==> config.mk <==
export PLATFORM = sky130hd
export DESIGN_NAME = fifo_rd_prefetch_flat
export DESIGN_NICKNAME = d
export VERILOG_FILES = /design/src/rtl/fifo_rd_prefetch_if.sv /design/src/rtl/fifo_rd_prefetch.sv /design/src/flat_wrapper.sv
export SDC_FILE = /design/constraint.sdc
export NUM_CORES = 1
export LEC_CHECK = 0
export BUFFER_PORTS_ARGS = -buffer_cell sky130_fd_sc_hd__buf_2
export CORE_MARGIN = 4
export CORE_UTILIZATION = 47
export CTS_CLUSTER_SIZE = 25
export DETAILED_ROUTE_END_ITERATION = 7
export HOLD_SLACK_MARGIN = 0.06
export PLACE_DENSITY_LB_ADDON = 0.3
export SYNTH_ARGS = -nofsm -noshare
export SYNTH_HDL_FRONTEND = slang
export SYNTH_SLANG_ARGS = --single-unit
==> constraint.sdc <==
create_clock -name rd_clk -period 3.19 [get_ports rd_clk]
set_input_delay 0.1595 -clock rd_clk [delete_from_list [all_inputs] [get_ports rd_clk]]
set_output_delay 0.1595 -clock rd_clk [all_outputs]
set_load 0.005 [all_outputs]
==> src/rtl/fifo_rd_prefetch_if.sv <==
// fifo_rd_prefetch_if
//   Bundles the FIFO read-side handshake and the downstream valid/ready stream
//   for fifo_rd_prefetch.
//   Signals:
//     rd_empty  - FIFO empty flag (high: no pop allowed)
//     rd_data   - FIFO memory read data, valid one cycle after rd_inc
//     rd_inc    - pop request to the read-pointer/empty stage
//     out_valid - out_data holds a valid word
//     out_data  - head-of-stream word
//     out_ready - downstream accepts out_data this cycle
//     buf_cnt   - words held in the output buffer (0..2)
//   Modports: master = prefetch block, slave = FIFO read stage plus downstream.
interface fifo_rd_prefetch_if #(
    parameter int DSIZE = 8
);
    logic             rd_empty;
    logic [DSIZE-1:0] rd_data;
    logic             rd_inc;
    logic             out_valid;
    logic [DSIZE-1:0] out_data;
    logic             out_ready;
    logic [1:0]       buf_cnt;

    modport master (
        input  rd_empty, rd_data, out_ready,
        output rd_inc, out_valid, out_data, buf_cnt
    );

    modport slave (
        output rd_empty, rd_data, out_ready,
        input  rd_inc, out_valid, out_data, buf_cnt
    );
endinterface

==> src/rtl/fifo_rd_prefetch.sv <==
// fifo_rd_prefetch
//   Turns a FIFO pop interface with a registered (1-cycle latency) read port
//   into a first-word-fall-through valid/ready stream using a 2-entry buffer
//   (slot0 = head, slot1 = next).
//   Ports:
//     rd_clk - read-domain clock, all state updates on its rising edge
//     rd_rst - synchronous active-high reset
//     bus    - fifo_rd_prefetch_if.master (rd_empty/rd_data/rd_inc,
//              out_valid/out_data/out_ready, buf_cnt)
//
//   state    | meaning
//   ---------+--------------------------------------------
//   ST_EMPTY | no word buffered, out_valid low
//   ST_ONE   | slot0 holds the head word
//   ST_TWO   | slot0 holds the head word, slot1 the next one
module fifo_rd_prefetch #(
    parameter int DSIZE = 8
) (
    input  logic                 rd_clk,
    input  logic                 rd_rst,
    fifo_rd_prefetch_if.master   bus
);

    typedef enum logic [1:0] {
        ST_EMPTY = 2'd0,
        ST_ONE   = 2'd1,
        ST_TWO   = 2'd2
    } state_t;

    state_t           state, state_next;
    logic             inflight;
    logic [DSIZE-1:0] slot0, slot1;
    logic [DSIZE-1:0] slot0_next, slot1_next;
    logic             pop;
    logic             arrive;
    logic [2:0]       occ;

    // Outputs come only from registered state, never from out_ready.
    assign bus.out_valid = (state != ST_EMPTY);
    assign bus.out_data  = slot0;
    assign bus.buf_cnt   = state;

    assign pop    = bus.out_valid && bus.out_ready;
    assign arrive = inflight;

    // Occupancy after this cycle counting the word already in flight; a
    // same-cycle pop frees its slot so streaming keeps one pop per cycle.
    assign occ        = {1'b0, state} + {2'b00, inflight} - {2'b00, pop};
    assign bus.rd_inc = !rd_rst && !bus.rd_empty && (occ < 3'd2);

    always_ff @(posedge rd_clk) begin
        if (rd_rst) begin
            state    <= ST_EMPTY;
            inflight <= 1'b0;
        end else begin
            state    <= state_next;
            inflight <= bus.rd_inc;
        end
    end

    // Slot contents need no reset: out_valid masks them while empty.
    always_ff @(posedge rd_clk) begin
        slot0 <= slot0_next;
        slot1 <= slot1_next;
    end

    always_comb begin
        state_next = state;
        slot0_next = slot0;
        slot1_next = slot1;
        case (state)
            ST_EMPTY: begin
                if (arrive) begin
                    slot0_next = bus.rd_data;
                    state_next = ST_ONE;
                end
            end
            ST_ONE: begin
                if (arrive && pop) begin
                    slot0_next = bus.rd_data;
                end else if (arrive) begin
                    slot1_next = bus.rd_data;
                    state_next = ST_TWO;
                end else if (pop) begin
                    state_next = ST_EMPTY;
                end
            end
            ST_TWO: begin
                // Arrive without pop cannot happen here: rd_inc withholds
                // the pop request whenever the buffer would overflow.
                if (arrive && pop) begin
                    slot0_next = slot1;
                    slot1_next = bus.rd_data;
                end else if (pop) begin
                    slot0_next = slot1;
                    state_next = ST_ONE;
                end
            end
            default: begin
                state_next = ST_EMPTY;
            end
        endcase
    end

endmodule

==> src/flat_wrapper.sv <==
// flat-port wrapper written by rule: the top's interface ports become plain ports
module fifo_rd_prefetch_flat 
#(
    parameter int DSIZE = 8
)
  (rd_clk, rd_rst, bus_rd_empty, bus_rd_data, bus_out_ready, bus_rd_inc, bus_out_valid, bus_out_data, bus_buf_cnt);
  fifo_rd_prefetch_if #(.DSIZE(DSIZE)) bus_i ();
  input  logic rd_clk;
  input  logic rd_rst;
  input wire logic [$bits(bus_i.rd_empty)-1:0] bus_rd_empty;
  input wire logic [$bits(bus_i.rd_data)-1:0] bus_rd_data;
  input wire logic [$bits(bus_i.out_ready)-1:0] bus_out_ready;
  output wire logic [$bits(bus_i.rd_inc)-1:0] bus_rd_inc;
  output wire logic [$bits(bus_i.out_valid)-1:0] bus_out_valid;
  output wire logic [$bits(bus_i.out_data)-1:0] bus_out_data;
  output wire logic [$bits(bus_i.buf_cnt)-1:0] bus_buf_cnt;
  assign bus_i.rd_empty = bus_rd_empty;
  assign bus_i.rd_data = bus_rd_data;
  assign bus_i.out_ready = bus_out_ready;
  assign bus_rd_inc = bus_i.rd_inc;
  assign bus_out_valid = bus_i.out_valid;
  assign bus_out_data = bus_i.out_data;
  assign bus_buf_cnt = bus_i.buf_cnt;
  fifo_rd_prefetch #(.DSIZE(DSIZE)) u_core (.rd_clk(rd_clk), .rd_rst(rd_rst), .bus(bus_i));
endmodule
==> flow_summary_export.csv, run 1 <==
group,metric,value,unit
yosys,yosysTopAreaCellShare,0.588,
yosys,synth_top_family_by_area,"simple AND/OR/NAND/NOR gates",
floorplan,ios,24,
floorplan,chipHeight,49.7,um
setup_path,ff2ff_setup_slack,1.05,ns
setup_path,r2r_cells,6,
clocking,clk-insertion-delay-late,0.29,ns
timing,holdWs,0.255,ns
yosys,async_flop_share,0,
setup_path,cp-startpoint,"u_core.bus.buf_cnt[1]$_SDFFE_PP0P_",
floorplan,rows,14,
yosys,synth_area_per_cell,16.3,um^2
yosys,ys_top_cells_by_area,"edfxtp_1 59%, mux2_2 11%, dfxtp_1 7.4%",
timing,fin_setup_tns,0,ns
floorplan,fp.dieW,49.7,um
yosys,syn-cell-area,817,um^2
yosys,synth_seq_area_share,0.662,
route,drt_iter0_drc,3,
timing,slew_headroom,0.739,
pwr,ir_drop,0.000213,V
setup_path,r2r-end,"u_core.arrive$_SDFF_PP0_",
yosys,synthCells,50,
yosys,ys.flop_type,"edfxtp_1",
timing,fin_crit,2.64,ns
yosys,synthTopCellsByCount,"16 x edfxtp_1, 8 x mux2_2, 3 x dfxtp_1, 3 x nor2_1",
pwr,p_leak,0.425,nW
setup_path,worstPathRequired,3.03,ns
yosys,synth_compound_area_frac,0.0551,
clocking,clkTransAtPathRegs,0.10,ns
global_routing,first_global_vias,561,
placement,dp_hpwl,953,um
global_routing,grt_max_degree,12,
outcome,status,"finished clean",
placement,gp_congestion,0.801,
yosys,yosys.area_share.simple,0.119,
setup_path,arrival,2.48,ns
setup_path,reg2reg_from,"u_core.bus.buf_cnt[1]$_SDFFE_PP0P_",
global_routing,grt_usage,0.127,
job,drv_cap,0,
setup_path,start_kind,"register",
timing,slew_viol_final,0,
global_routing,grt_pass1_wl,2.39,mm
timing,fin_skew,0.00490,ns
yosys,synthAdderAreaFrac,0.0245,
timing,rsz0062_at_grt,"no",
clocking,cts_sinks,19,
yosys,syn_nets,63,
route,wire_per_inst,13.8,um
yosys,synth_most_common_cell,"edfxtp_1",
cells_and_area,area.growth.synth_to_final,30.6,%
floorplan,coreArea,1580,um^2
route,drt_first_pass_iters,3,
clocking,clockBufferDepth,2,
route,detail-route-antenna-nets,0,
clocking,cts_tree,"yes",
yosys,synth_edf_count,16,
global_routing,grt.overflow.total,0,
clocking,cts_setup_buffers,0,
clocking,cts-buffers-inserted,3,
setup_path,end_kind,"primary output",
yosys,synth_warnings,0,
pwr,p_per_area,416,nW/um^2
floorplan,initial_utilization,0.518,
timing,max_freq,379,MHz
route,routed_wl,1.41,mm
global_routing,antenna_found_initial,0,
setup_path,endpoint,"bus_rd_inc",
clocking,htree_levels,1,
yosys,ys_types,21,
yosys,synthXorXnorAreaFrac,0.0107,
timing,final-setup-viol-count,0,
cells_and_area,diodes,0,
route,drc,0,
clocking,root_buffer,"clkbuf_4",
cells_and_area,final_nets,100,
route,routed_via_density,5.16,
timing,worst_pin_slew,0.392,ns
timing,finalHoldViolations,0,
yosys,ys_ff_latch,19,
setup_path,crit_fanout,11,
timing,final.period_utilization,0.827,
setup_path,critical_path_class,"reg -> out",
placement,portBuffers,23,
floorplan,die-area,2470,um^2
yosys,muxShareOfSynthArea,0.110,
cells_and_area,drive_gt1_frac,0.477,
min_path,min_path_type,"in -> reg",
yosys,synth_top_cell_by_area,"edfxtp_1",
route,dr_total_vias,526,
## critical path, cell delays in order (launching register included)
cell     delay (ns)
dfxtp_1        0.51
nor2b_4        0.39
and2_2         0.25
o21ai_0        0.12
fa_1           0.39
xor2_1         0.16
nor4b_1        0.23
buf_2          0.16
## final cells by class
type / count / area [um^2]
Fill cell: 111 / 509
Timing Repair Buffer: 33 / 215
Inverter: 1 / 3.75
Tap cell: 16 / 20.0
Clock buffer: 4 / 26.3
Sequential cell: 19 / 541
Multi-Input combinational cell: 29 / 262
## power breakdown
part	switching, W	internal, W
Clock	0.0000673	0.0000486
Sequential	0.00000383	0.000278
Combinational	0.0000191	0.0000274
Total	0.0000902	0.000354
## flip-flops by register name, indices dropped and copies added (netlist names)
register and flops:
u_core.arrive 1, u_core.slot1 8, u_core.bus.out_data 8, u_core.bus.buf_cnt 2
## cell usage in the layout, fill, tap and decap left out, types with 2 or more instances in the layout
master / Yosys / layout
buf_2: 0 / 23
edfxtp_1: 16 / 16
nand2b_1: 2 / 2
dfxtp_1: 3 / 3
dlygate4sd3_1: 0 / 10
and2b_2: 2 / 2
nor4b_1: 2 / 2
mux2_2: 8 / 8
clkbuf_4: 0 / 3
nor2_1: 3 / 3
## worst min path at each step
stage,cells after the start,to,start
finish,4,u_core.bus.buf_cnt[1]$_SDFFE_PP0P_,bus_out_ready
global route,4,u_core.bus.buf_cnt[1]$_SDFFE_PP0P_,bus_out_ready
CTS,1,u_core.slot1[6]$_DFFE_PP_,bus_rd_data[6]
detailed placement,2,u_core.arrive$_SDFF_PP0_,bus_rd_empty
global placement,2,u_core.arrive$_SDFF_PP0_,bus_rd_empty
floorplan,1,u_core.bus.buf_cnt[0]$_SDFFE_PP0P_,rd_rst
## through the flow
step	cell area, um^2	power [W]	cells	utilization	worst slack, ns
floorplan	817	0.000305	50	-	1.26
global placement	941	0.000324	88	0.597	0.918
detailed placement	941	0.000325	88	0.597	0.869
CTS	1060	0.000450	101	0.671	0.520
global route	1070	0.000465	102	0.677	0.322
finish	1070	0.000444	102	0.677	0.551
## repair_timing
item	4_1_cts	5_1_grt
hold endpoints to repair	9	1
resized for setup	0	0
hold buffers	9	1
## layer usage
| layer | vias to the layer above | routed length [um] | global-route usage |
|---|---|---|---|
| li1 | 258 | - | - |
| met1 | 250 | 645 | 0.155 |
| met2 | 16 | 692 | 0.209 |
| met3 | 2 | 63 | 0.0361 |
| met4 | 0 | 8 | 0.0553 |
| met5 | - | 0 | 0 |
## kinds of logic after synthesis
family | count (synthesis)
flops | 19
compound gates | 5
simple gates | 14
mux | 8
xor+xnor | 1
buf+inv | 2
fa+ha+maj | 1
No activity file was read; power rests on OpenSTA's default activity.
==> run 2: changes to the inputs <==
--- a/config.mk
+++ b/config.mk
@@ -7,7 +7,7 @@
 export LEC_CHECK = 0
 export BUFFER_PORTS_ARGS = -buffer_cell sky130_fd_sc_hd__buf_2
 export CORE_MARGIN = 4
-export CORE_UTILIZATION = 47
+export CORE_UTILIZATION = 44
 export CTS_CLUSTER_SIZE = 25
 export DETAILED_ROUTE_END_ITERATION = 7
 export HOLD_SLACK_MARGIN = 0.06
==> constraint.sdc (replaced) <==
create_clock -name rd_clk -period 2.4 [get_ports rd_clk]
set_input_delay 0.12 -clock rd_clk [delete_from_list [all_inputs] [get_ports rd_clk]]
set_output_delay 0.12 -clock rd_clk [all_outputs]
set_load 0.005 [all_outputs]
==> run 2 against run 1 <==
  * Setup slack worse by 0.39 ns
  * Clock skew decreased by 0.0031 ns
  * Sequential share of layout area is 1.8 points lower
  * Cell count is 11% higher
  * Register-to-register slack got worse by 0.89 ns
  * Largest cell class unchanged
==> flow_summary_export.csv, run 2 (synthesis gave the netlist of run 1 again) <==
group,metric,value,unit
cells_and_area,diodes,0,
clocking,clkTransAtPathRegs,0.11,ns
timing,rsz0062_at_grt,"no",
timing,worst_pin_slew,0.413,ns
floorplan,initial_utilization,0.468,
route,routed_wl,1.46,mm
pwr,p_per_area,542,nW/um^2
global_routing,grt_usage,0.134,
job,drv_cap,0,
outcome,status,"finished clean",
timing,setup_slack,0.156,ns
route,dr_total_vias,544,
setup_path,critical_path_class,"reg -> reg",
cells_and_area,drive_gt1_frac,0.523,
timing,final.period_utilization,0.935,
global_routing,antenna_found_initial,0,
timing,finalHoldViolations,0,
route,drt_first_pass_iters,4,
route,drt_iter0_drc,4,
pwr,ir_drop,0.000385,V
floorplan,ios,24,
route,drc,0,
placement,gp_congestion,0.747,
clocking,htree_levels,1,
pwr,p_leak,0.445,nW
global_routing,first_global_vias,585,
cells_and_area,final_nets,102,
timing,fin_skew,0.00183,ns
clocking,cts_tree,"yes",
clocking,clockBufferDepth,2,
global_routing,grt.overflow.total,0,
route,detail-route-antenna-nets,0,
timing,fin_crit,2.24,ns
floorplan,coreArea,1750,um^2
timing,slew_headroom,0.725,
placement,portBuffers,23,
setup_path,arrival,2.50,ns
setup_path,crit_fanout,8,
global_routing,grt_pass1_wl,2.50,mm
floorplan,die-area,2610,um^2
clocking,cts-buffers-inserted,3,
cells_and_area,fin_area,1110,um^2
setup_path,start_kind,"register",
placement,dp_hpwl,1.02,mm
pwr,swShare,0.222,
clocking,clk-insertion-delay-late,0.30,ns
min_path,min_path_type,"in -> reg",
floorplan,fp.dieW,51.1,um
cells_and_area,final_cell_mix,"23 x buf_2, 16 x edfxtp_1, 11 x dlygate4sd3_1",
timing,fin_setup_tns,0,ns
placement,dp_slack,0.329,ns
floorplan,rows,15,
route,wire_per_inst,12.9,um
timing,final-setup-viol-count,0,
floorplan,chipHeight,51.1,um
timing,max_freq,446,MHz
pwr,p_comb_frac,0.108,
clocking,root_buffer,"clkbuf_4",
pwr,clkPwrFrac,0.273,
placement,dpl-instance-area,960,um^2
timing,slew_viol_final,0,
clocking,cts_sinks,19,
cells_and_area,area.growth.synth_to_final,36.3,%
route,routed_via_density,4.81,
pwr,switching_power,0.000134,W
pwr,seqPwrFrac,0.619,
cells_and_area,layout_commonest_cell,"buf_2",
setup_path,worstPathRequired,2.66,ns
pwr,intPower,0.000470,W
setup_path,end_kind,"register",
global_routing,grt_max_degree,12,
-- run 2: cell types whose count changed in the layout (fill, tap and decap cells not counted), sizes merged --
cell         before  now
dlygate4sd3      10   11
buf              23   24
clkinv            0    1
clkbuf            4    3
-- run 2: metal layers --
layer / global-route usage / share of wire
met4: 0.0807 / 0.020
met2: 0.238 / 0.53
met5: 0 / 0
met1: 0.144 / 0.41
met3: 0.0262 / 0.040
-- run 2: path summary, 6_finish.rpt --
path / depth (start not counted) / endpoint / slack [ns] / from
setup / recovery: 7 / u_core.arrive$_SDFF_PP0_ / 0.16 / u_core.bus.buf_cnt[1]$_SDFFE_PP0P_
hold / removal: 3 / u_core.bus.buf_cnt[0]$_SDFFE_PP0P_ / 0.22 / bus_out_ready
setup reg to reg: 7 / u_core.arrive$_SDFF_PP0_ / 0.16 / u_core.bus.buf_cnt[1]$_SDFFE_PP0P_
hold reg to reg: 1 / u_core.bus.out_data[5]$_DFFE_PP_ / 0.56 / u_core.slot1[5]$_DFFE_PP_
-- run 2: worst max-delay path: stages (launching register included) --
cell,delay (ns)
dfxtp_4,0.41
nor2b_4,0.15
and2_2,0.18
o21ai_0,0.11
fa_1,0.39
xor2_1,0.18
nor4b_2,0.22
dlygate4sd3_1,0.57
-- run 2: layout make-up --
cell class | instances | area, um^2
Timing Repair Buffer | 35 | 233
Tap cell | 25 | 31.3
Multi-Input combinational cell | 29 | 274
Clock buffer | 3 | 22.5
Sequential cell | 19 | 544
Fill cell | 138 | 632
Inverter | 1 | 3.75
Clock inverter | 1 | 5.00
-- run 2: through the flow --
step | hold slack (ns) | total power, W | cells | util
after floorplan | 0.182 | 0.000406 | 50 | -
after global placement | 0.303 | 0.000430 | 98 | 0.550
after detailed placement | 0.310 | 0.000432 | 98 | 0.550
after CTS | 0.210 | 0.000611 | 113 | 0.629
after global routing | 0.223 | 0.000639 | 113 | 0.638
final | 0.216 | 0.000604 | 113 | 0.638
-- run 2: power by group through the flow --
stage,clock network (W),logic (W),registers [W]
final,0.000165,0.0000651,0.000374
after global routing,0.000192,0.0000720,0.000375
after CTS,0.000172,0.0000643,0.000375
after detailed placement,0,0.0000498,0.000382
after global placement,0,0.0000485,0.000382
after floorplan,0,0.0000230,0.000383
-- run 2: timing repair --
item,in CTS,in global routing
buffers inserted,0,0
resized for setup,1,3
endpoints found under the setup margin,1,2
hold buffers,11,0
hold endpoints to repair,11,0
